--- src/rtl/sig_monitor.sv ---
// sig_monitor: captures signature stores into a FIFO and flags end-of-test on halt or timeout
module sig_monitor #(
  parameter int DATA_W = 32,
  parameter int ADDR_W = 32,
  parameter logic [ADDR_W-1:0] SIG_ADDR = 32'h0000_0F00,
  parameter logic [ADDR_W-1:0] HALT_ADDR = 32'hCAFE_BEEF,
  parameter int FIFO_DEPTH = 16,
  parameter int TIMEOUT = 500000,
  parameter int CNT_W = 20
) (
  input  logic              clk,
  input  logic              rst,
  input  logic              mem_we,
  input  logic [ADDR_W-1:0] mem_addr,
  input  logic [DATA_W-1:0] mem_wdata,
  output logic [DATA_W-1:0] sig_data,
  output logic              sig_valid,
  input  logic              sig_ready,
  output logic [CNT_W-1:0]  sig_count,
  output logic [CNT_W-1:0]  cycle_count,
  output logic              overflow,
  output logic              halted,
  output logic              timed_out,
  output logic              done
);
  localparam int PW = $clog2(FIFO_DEPTH);
  typedef enum logic [1:0] {RUN, DRAIN, DONE} state_t;
  state_t state;
  logic [DATA_W-1:0] mem [FIFO_DEPTH];
  logic [PW-1:0] rd_ptr, wr_ptr;
  logic [PW:0] cnt, cnt_n;
  logic run, push, pop, accept, halt_hit, tmo_hit, full;
  logic [DATA_W-1:0] head_n;
  assign sig_valid = cnt != '0;
  always_comb begin
    run = state == RUN;
    push = run && mem_we && mem_addr == SIG_ADDR;
    halt_hit = run && mem_we && mem_addr == HALT_ADDR;
    tmo_hit = run && !halt_hit && cycle_count == CNT_W'(TIMEOUT - 1);
    full = cnt == (PW+1)'(FIFO_DEPTH);
    pop = sig_valid && sig_ready;
    accept = push && (!full || pop);
    cnt_n = cnt + (PW+1)'(accept) - (PW+1)'(pop);
    // sig_data is a register tracking the head; a push into an otherwise-empty FIFO bypasses storage
    head_n = cnt_n == '0 ? sig_data :
             (accept && cnt == (PW+1)'(pop)) ? mem_wdata : mem[rd_ptr + PW'(pop)];
  end
  always_ff @(posedge clk)
    if (accept) mem[wr_ptr] <= mem_wdata;
  always_ff @(posedge clk) begin
    if (rst) begin
      state <= RUN;
      rd_ptr <= '0;
      wr_ptr <= '0;
      cnt <= '0;
      sig_data <= '0;
      sig_count <= '0;
      cycle_count <= '0;
      overflow <= 1'b0;
      halted <= 1'b0;
      timed_out <= 1'b0;
      done <= 1'b0;
    end else begin
      if (accept) wr_ptr <= wr_ptr + 1'b1;
      if (pop) rd_ptr <= rd_ptr + 1'b1;
      cnt <= cnt_n;
      sig_data <= head_n;
      if (accept && sig_count != '1) sig_count <= sig_count + 1'b1;
      if (push && !accept) overflow <= 1'b1;
      if (run && !tmo_hit) cycle_count <= cycle_count + 1'b1;
      if (halt_hit) halted <= 1'b1;
      if (tmo_hit) timed_out <= 1'b1;
      if (halt_hit || tmo_hit) state <= DRAIN;
      else if (state == DRAIN && cnt == '0) begin
        state <= DONE;
        done <= 1'b1;
      end
    end
  end
endmodule

--- config.mk ---
export PLATFORM = sky130hd
export DESIGN_NAME = sig_monitor
export DESIGN_NICKNAME = d
export VERILOG_FILES = /design/src/rtl/sig_monitor.sv
export SDC_FILE = /design/constraint.sdc
export NUM_CORES = 1
export LEC_CHECK = 0
export CORE_AREA = 2 2 245 223
export CTS_CLUSTER_DIAMETER = 60
export DETAILED_ROUTE_END_ITERATION = 10
export DIE_AREA = 0 0 247 225
export GPL_TIMING_DRIVEN = 0
export PLACE_DENSITY_LB_ADDON = 0.1
export SLEW_MARGIN = 20
export SYNTH_ARGS = -nofsm -noshare
export SYNTH_HDL_FRONTEND = slang
export SYNTH_SLANG_ARGS = --single-unit
--- constraint.sdc ---
create_clock -name clk -period 6.05 [get_ports clk]
set_clock_uncertainty 0.05 [all_clocks]
set_input_delay 1.21 -clock clk [delete_from_list [all_inputs] [get_ports clk]]
set_output_delay 1.21 -clock clk [all_outputs]
set_load 0.05 [all_outputs]
==> PnR_summary.wiki, run 1 <==
{| class="wikitable"
! Metric !! Value
|-
| Status || finished, final reports clean
|-
| Relative area change from synthesis to final layout || 21.1%
|-
| Post-Route WL || 56,500 microns
|-
| Total number of yosys warnings || 0
|-
| Count of routing violations after the opening detailed-route iteration || 1,010
|-
| Cell taking the most area after synthesis || edfxtp_1
|-
| Insertion delay of the later-clocked pin in the worst-skew pair || 0.59 ns
|-
| Row count || 80
|-
| CTS Root Buffer Type || clkbuf_16
|-
| Slowest stage cell on the critical path || clkbuf_1
|-
| Buffers inserted during post-CTS setup optimization || 0
|-
| Path category of the worst min-delay check || flip-flop to flip-flop
|-
| Critical path peak fanout || 10
|-
| Total half-perimeter wirelength after legalization and detailed placement || 37,300 microns
|-
| Transition time at the pin with the least slew margin || 1.07 ns
|-
| Placer's final routability congestion estimate || 0.762
|-
| Number of I/O port buffers || 143
|-
| R2R setup slack || 1.25 ns
|-
| CP Class || primary input to flip-flop
|-
| Reported leakage power || 9.37 nW
|-
| Vertical die dimension || 225 microns
|-
| Fill cell instance count of the final layout || 4,212
|-
| Routed wirelength normalized by instance count || 24.0 microns
|-
| Total via count in the routed design || 13,036
|-
| Initial Utilization || 44.9%
|-
| Chip width || 247 microns
|-
| Syn Std Cell Area || 0.0237 sq mm
|-
| Number of synthesized register bits || 603
|-
| RSZ-0062 raised after global routing || no
|-
| Area of the die || 0.0556 sq mm
|-
| CTS tree || built
|-
| Net Count, Synth || 1,441
|-
| Sequential cell area fraction in the yosys report || 72.6%
|-
| Hold-fix buffers at CTS || 0
|-
| Critical path data arrival time || 5.91 ns
|-
| Element type at the critical path end || flip-flop
|-
| Top cells by area, synth || edfxtp_1 (65%), mux4_2 (12%), dfxtp_1 (7.7%), nand2_1 (2.4%), a221o_1 (1.4%)
|-
| Setup violation total in the final timing report || 0
|-
| Required arrival time at the worst endpoint || 6.53 ns
|-
| Minimum period implied by the final worst setup slack || 5.43 ns
|-
| Hold Path Cell Cnt || 2
|-
| Maximum number of pins on one net before global-route repair || 19
|-
| Number of top-level design ports || 145
|-
| Number of iterations in the first detailed-routing pass || 5
|-
| Core footprint || 0.0528 sq mm
|-
| F_max || 184 MHz
|-
| Area share of the largest cell type after synthesis || 64.9%
|-
| Number of design rule violations left after detail routing || 0
|-
| Htree depth || 3
|-
| Total clock buffers created by CTS || 66
|-
| Non-filler instance count after layout || 2,351
|-
| Total global routing track utilization || 21.0%
|-
| Via count of the first global-routing pass || 13,423
|-
| Stages on worst setup path || 14
|-
| End of the worst register-to-register path || sig_data[20]
|-
| First-pass GRT wire length || 85,500 microns
|-
| Mean instance size in the synthesized netlist || 17.5 sq um
|-
| Post-detailed-route count of antenna-violating nets || 0
|-
| Element type at the critical path start || primary input
|-
| Pwr/cell area || 415 mW/mm^2
|-
| End point of the worst hold path || halted
|-
| Endpoints failing hold || 0
|-
| Post-CTS resize count || 0
|-
| Global route overflow || 0
|-
| Worst Reg2Reg Path Length in Cells || 15
|-
| Clock transition at path regs || 0.06 ns
|-
| Max cap viols || 0
|-
| Family with the most delay on the worst path || simple AND/OR/NAND/NOR gates
|-
| Combined buffer and inverter count along the critical path || 2
|-
| Worst reg2reg startpoint || cnt[2]
|-
| Worst IR drop on VDD || 0.240 mV
|-
| Sink count of the clock tree || 603
|-
| Dpl cells || 2,230
|-
| Maximum buffer depth of the clock tree || 3
|-
| Layout cell share with drive strength beyond 1 || 18.5%
|-
| Start point of the worst hold path || halted
|-
| Final max-slew violation count || 0
|-
| Delay of the slowest cell on the worst path || 0.68 ns
|-
| Total negative slack || 0 ns
|-
| Cell count after synthesis || 1,358
|-
| Cells along the critical path || clkdlybuf4s50_1 > nor4_2 > nand4_1 > nor3_1 > nand2b_1 > o21ai_0 > ha_1 > fa_1 > xnor2_1 > nor3b_1 > nand3_1 > nor2_1 > clkbuf_1 > a221o_1
|-
| Vias per cell || 5.54
|-
| Headroom to the max-slew limit || 28.2%
|-
| Final net count || 1,684
|-
| Fin crit share || 89.8%
|-
| Distinct cell type count after synthesis || 49
|-
| Worst hold slack || 0.403 ns
|-
| Antenna violations before repair || 1
|}
==> stage by stage <==
stage / power (W) / worst slack (ns) / utilization, % / instance area, sq um
after floorplan: 0.00721 / 0.885 / - / 23700
after global placement: 0.00817 / -2.25 / 49.3 / 26000
after detailed placement: 0.00821 / 0.00861 / 50.5 / 26600
after CTS: 0.0121 / 0.628 / 54.4 / 28700
after global routing: 0.0124 / 0.242 / 54.4 / 28700
final: 0.0119 / 0.620 / 54.4 / 28700
==> cell usage in the layout (no fill, tap or decap), types with 19 or more instances in the layout <==
cell             count
edfxtp_1           512
nand2_1            149
clkdlybuf4s50_1    143
mux4_2             128
dfxtp_1             91
clkbuf_16           71
clkbuf_1            69
nor2_1              49
nand3_1             47
and3_1              41
nand3b_1            32
a221o_1             32
nand4_1             21
xor2_1              20
a21oi_1             19
==> logic make-up (layout without fill, tap and decap cells) <==
logic type | count (synthesis) | count (layout) | share of synthesized area [%]
DFF | 603 | 603 | 72.6
and+or+nand+nor | 416 | 416 | 9.16
muxes | 130 | 130 | 12.2
buffers and inverters | 83 | 377 | 1.45
AOI/OAI and AO/OA | 72 | 72 | 2.31
xor gates and xnor gates | 39 | 39 | 1.44
adders and majority gates | 15 | 15 | 0.824
other | 0 | 2 | 0
==> cell type report <==
type                            count  area [sq um]  area share, %
Antenna cell                        2          5.00         0.0174
Buffer                             72           303           1.06
Clock buffer                       94          1910           6.67
Clock inverter                     25           163          0.567
Inverter                           11          41.3          0.144
Multi-Input combinational cell    672          6280           21.9
Sequential cell                   603         17200           59.9
Tap cell                          697           872           3.04
Timing Repair Buffer              175          1920           6.68
==> worst max path at each step <==
stage               slack (ns)      endpoint          from
global placement         -2.25     mem[2][8]  mem_addr[21]
finish                    0.62  sig_data[20]  mem_addr[23]
detailed placement       0.009  sig_data[20]  mem_addr[23]
floorplan                 0.88     mem[0][0]  mem_addr[24]
CTS                       0.63  sig_data[23]  mem_addr[23]
global route              0.24  sig_data[25]  mem_addr[23]
==> tightest hold or removal path: stages, from the launching register on <==
cell	delay, ns
dfxtp_1	0.30
inv_1	0.05
a21oi_1	0.05
==> flip-flops by register name, indices dropped and copies added, names as in the netlist, 2 cells and up <==
register	count
mem	512
sig_data	32
cycle_count	20
sig_count	20
cnt	5
rd_ptr	4
wr_ptr	4
state	2
==> synth_stat cells (all sizes together) <==
master and count:
a211o 1, a21o 1, a21oi 19, a221o 32, a311oi 2, a31oi 2, and2 2, and3 41
and3b 3, and4 8, and4b 2, and4bb 2, buf 21, clkbuf 51, dfxtp 91, edfxtp 512
fa 1, ha 14, inv 11, mux2i 2, mux4 128, nand2 149, nand2b 5, nand3 48
nand3b 32, nand4 22, nor2 62, nor2b 2, nor3 8, nor3b 3, nor4 11, nor4b 3
o21ai 13, o21bai 1, o31ai 1, or2 1, or3 10, or3b 1, or4 1, xnor2 19
xor2 20
==> where the power goes <==
group	switching (W)	internal, W	total (W)	leakage (nW)
sequential	0.0000743	0.00461	0.00469	5.34
clock	0.00159	0.00225	0.00384	1.02
combinational	0.00181	0.00156	0.00337	3.01
total	0.00347	0.00843	0.0119	9.37
==> metal layers <==
| metal | routed length [microns] | GRT usage [%] | up-vias | part of all wire, % |
|---|---|---|---|---|
| li1 | - | - | 5885 | - |
| met1 | 25400 | 29.8 | 6780 | 45 |
| met2 | 27200 | 33.8 | 296 | 48 |
| met3 | 2930 | 4.07 | 75 | 5.2 |
| met4 | 974 | 4.92 | 0 | 1.7 |
| met5 | 0 | 0 | - | 0 |
(Power assumes the default switching activity.)
==> inputs of run 2 (changes only) <==
--- a/config.mk
+++ b/config.mk
@@ -7,10 +7,13 @@
 export LEC_CHECK = 0
 export CORE_AREA = 2 2 245 223
 export CTS_CLUSTER_DIAMETER = 60
+export CTS_CLUSTER_SIZE = 14
 export DETAILED_ROUTE_END_ITERATION = 10
 export DIE_AREA = 0 0 247 225
 export GPL_TIMING_DRIVEN = 0
 export PLACE_DENSITY_LB_ADDON = 0.1
+export REMOVE_ABC_BUFFERS = 1
+export SKIP_LAST_GASP = 1
 export SLEW_MARGIN = 20
 export SYNTH_ARGS = -nofsm -noshare
 export SYNTH_HDL_FRONTEND = slang
==> run 2 against run 1 <==
Compared with the run above: cell count shrank 2.5%; sequential share of layout area about the same; count of clock-buffer cells in the layout shrank 7; maximum frequency is 8.4% higher; wire length down 1.4%; critical path depth did not move; combinational power hardly changed; non-clock buffer count shrank 30; critical path type unchanged; largest cell class unchanged.
==> PnR_summary.wiki, run 2 (same netlist as run 1, synthesis figures left out) <==
{| class="wikitable"
! Metric !! Value
|-
| Transition time at the pin with the least slew margin || 0.754 ns
|-
| Path category of the worst min-delay check || flip-flop to flip-flop
|-
| Total global routing track utilization || 20.6%
|-
| Worst reg2reg startpoint || cnt[3]
|-
| Total half-perimeter wirelength after legalization and detailed placement || 35,500 microns
|-
| Clock transition at path regs || 0.07 ns
|-
| First-pass GRT wire length || 84,200 microns
|-
| R2R setup slack || 1.61 ns
|-
| Register with the most flip-flops || mem
|-
| Post-detailed-route count of antenna-violating nets || 0
|-
| Final total power || 0.0110 W
|-
| Dpl cells || 2,200
|-
| Routed wirelength normalized by instance count || 24.3 microns
|-
| Critical path origin || mem_addr[20]
|-
| Slowest stage cell on the critical path || clkdlybuf4s50_1
|-
| Number of iterations in the first detailed-routing pass || 7
|-
| Number of top-level design ports || 145
|-
| Initial Utilization || 44.9%
|-
| Element type at the critical path end || flip-flop
|-
| Worst Reg2Reg Path Length in Cells || 15
|-
| Hold Path Cell Cnt || 2
|-
| Hold-fix buffers at CTS || 0
|-
| Status || finished, final reports clean
|-
| Reported leakage power || 9.28 nW
|-
| Maximum number of pins on one net before global-route repair || 63
|-
| Most frequent cells in the layout || edfxtp_1 (512), nand2_1 (149), clkdlybuf4s50_1 (143)
|-
| Setup violation total in the final timing report || 0
|-
| Critical path peak fanout || 17
|-
| Total clock buffers created by CTS || 49
|-
| Minimum period implied by the final worst setup slack || 5.01 ns
|-
| Area of the die || 0.0556 sq mm
|-
| Pwr/cell area || 385 mW/mm^2
|-
| Delay of the slowest cell on the worst path || 0.45 ns
|-
| Global route overflow || 0
|-
| CTS Root Buffer Type || clkbuf_16
|-
| Total via count in the routed design || 12,898
|-
| F_max || 200 MHz
|-
| Non-filler instance count after layout || 2,292
|-
| Antenna violations before repair || 2
|-
| Final net count || 1,637
|-
| Fill cell instance count of the final layout || 4,134
|-
| Core footprint || 0.0528 sq mm
|-
| CTS tree || built
|-
| Critical path data arrival time || 5.44 ns
|-
| Worst IR drop on VDD || 0.253 mV
|-
| Buffers inserted during post-CTS setup optimization || 0
|-
| Layout cell share with drive strength beyond 1 || 18.4%
|-
| Endpoints failing hold || 0
|-
| Sink count of the clock tree || 603
|-
| Post-CTS resize count || 0
|-
| Leading cell type in the layout, fill and taps excluded || edfxtp_1
|-
| Top Registers || mem: 512 flops, sig_data: 32 flops
|-
| RSZ-0062 raised after global routing || no
|-
| Vias per cell || 5.63
|-
| Maximum buffer depth of the clock tree || 3
|-
| Chip width || 247 microns
|-
| Element type at the critical path start || primary input
|-
| Number of I/O port buffers || 144
|-
| Max cap viols || 0
|-
| Fin crit share || 82.8%
|-
| Insertion delay of the later-clocked pin in the worst-skew pair || 0.60 ns
|-
| Required arrival time at the worst endpoint || 6.48 ns
|-
| Final max-slew violation count || 0
|-
| Post-Route WL || 55,800 microns
|-
| Count of routing violations after the opening detailed-route iteration || 941
|-
| Start point of the worst hold path || halted
|-
| Row count || 80
|-
| Total negative slack || 0 ns
|-
| Vertical die dimension || 225 microns
|-
| Max reg flops || 512
|-
| Relative area change from synthesis to final layout || 21.1%
|-
| Cells along the critical path || clkdlybuf4s50_1 > nor4_2 > nand4_1 > nor3_1 > nand2b_1 > o21ai_0 > ha_1 > fa_1 > xnor2_1 > nor3b_1 > nand3_1 > and3b_2 > buf_12 > a221o_1
|-
| Via count of the first global-routing pass || 13,263
|-
| CP Class || primary input to flip-flop
|-
| Number of design rule violations left after detail routing || 0
|-
| Headroom to the max-slew limit || 49.3%
|-
| Placer's final routability congestion estimate || 0.735
|-
| Htree depth || 2
|}
## run 2: changes by cell type in the layout (fill, tap and decap cells not counted), sizes merged
cell      before  now
diode          2    1
bufinv         1    0
clkinv        18    4
inv           15   11
clkinvlp       2    0
buf           53   74
clkbuf       145   87
## run 2: worst paths after layout
| kind | endpoint |
|---|---|
| worst max-delay path | sig_data[13] |
| worst min-delay path | halted |
| worst min register to register | halted |
| worst max register to register | sig_data[13] |
## run 2: worst max-delay path: cells and delay by family
family	cells	cell delay (ns)
AND/OR/NAND/NOR	7	2.17
XOR/XNOR	1	0.23
buffers and inverters	2	0.70
AO/OA/AOI/OAI	2	0.45
adder cells (fa/ha/maj)	2	0.67
## run 2: metal layers
layer	global-route usage (%)	up-vias	routed length (microns)
li1	-	5770	-
met1	28.3	6785	24400
met4	5.65	2	1090
met2	34.5	266	27900
met5	0	-	11
met3	2.82	75	2320
## run 2: cell type report
class | instances | area (sq um) | area share, %
Antenna cell | 1 | 2.50 | 0.00872
Clock buffer | 87 | 1410 | 4.91
Clock inverter | 4 | 30.0 | 0.105
Inverter | 11 | 41.3 | 0.144
Multi-Input combinational cell | 672 | 6370 | 22.2
Sequential cell | 603 | 17200 | 59.9
Tap cell | 697 | 872 | 3.04
Timing Repair Buffer | 217 | 2770 | 9.66
## run 2: metrics by stage
step	area (sq um)	hold WS (ns)	worst slack, ns	util [%]
finish	28700	0.399	1.04	54.4
floorplan	23400	0.421	-1.78	-
CTS	28700	0.403	1.03	54.4
global route	28700	0.441	0.753	54.4
global placement	25700	0.392	-5.16	48.7
detailed placement	27300	0.392	0.393	51.7
## run 2: power by group
part | internal [W] | switching (W) | leakage [nW]
clock network | 0.00158 | 0.00142 | 0.688
logic | 0.00170 | 0.00166 | 3.24
registers | 0.00461 | 0.0000793 | 5.34
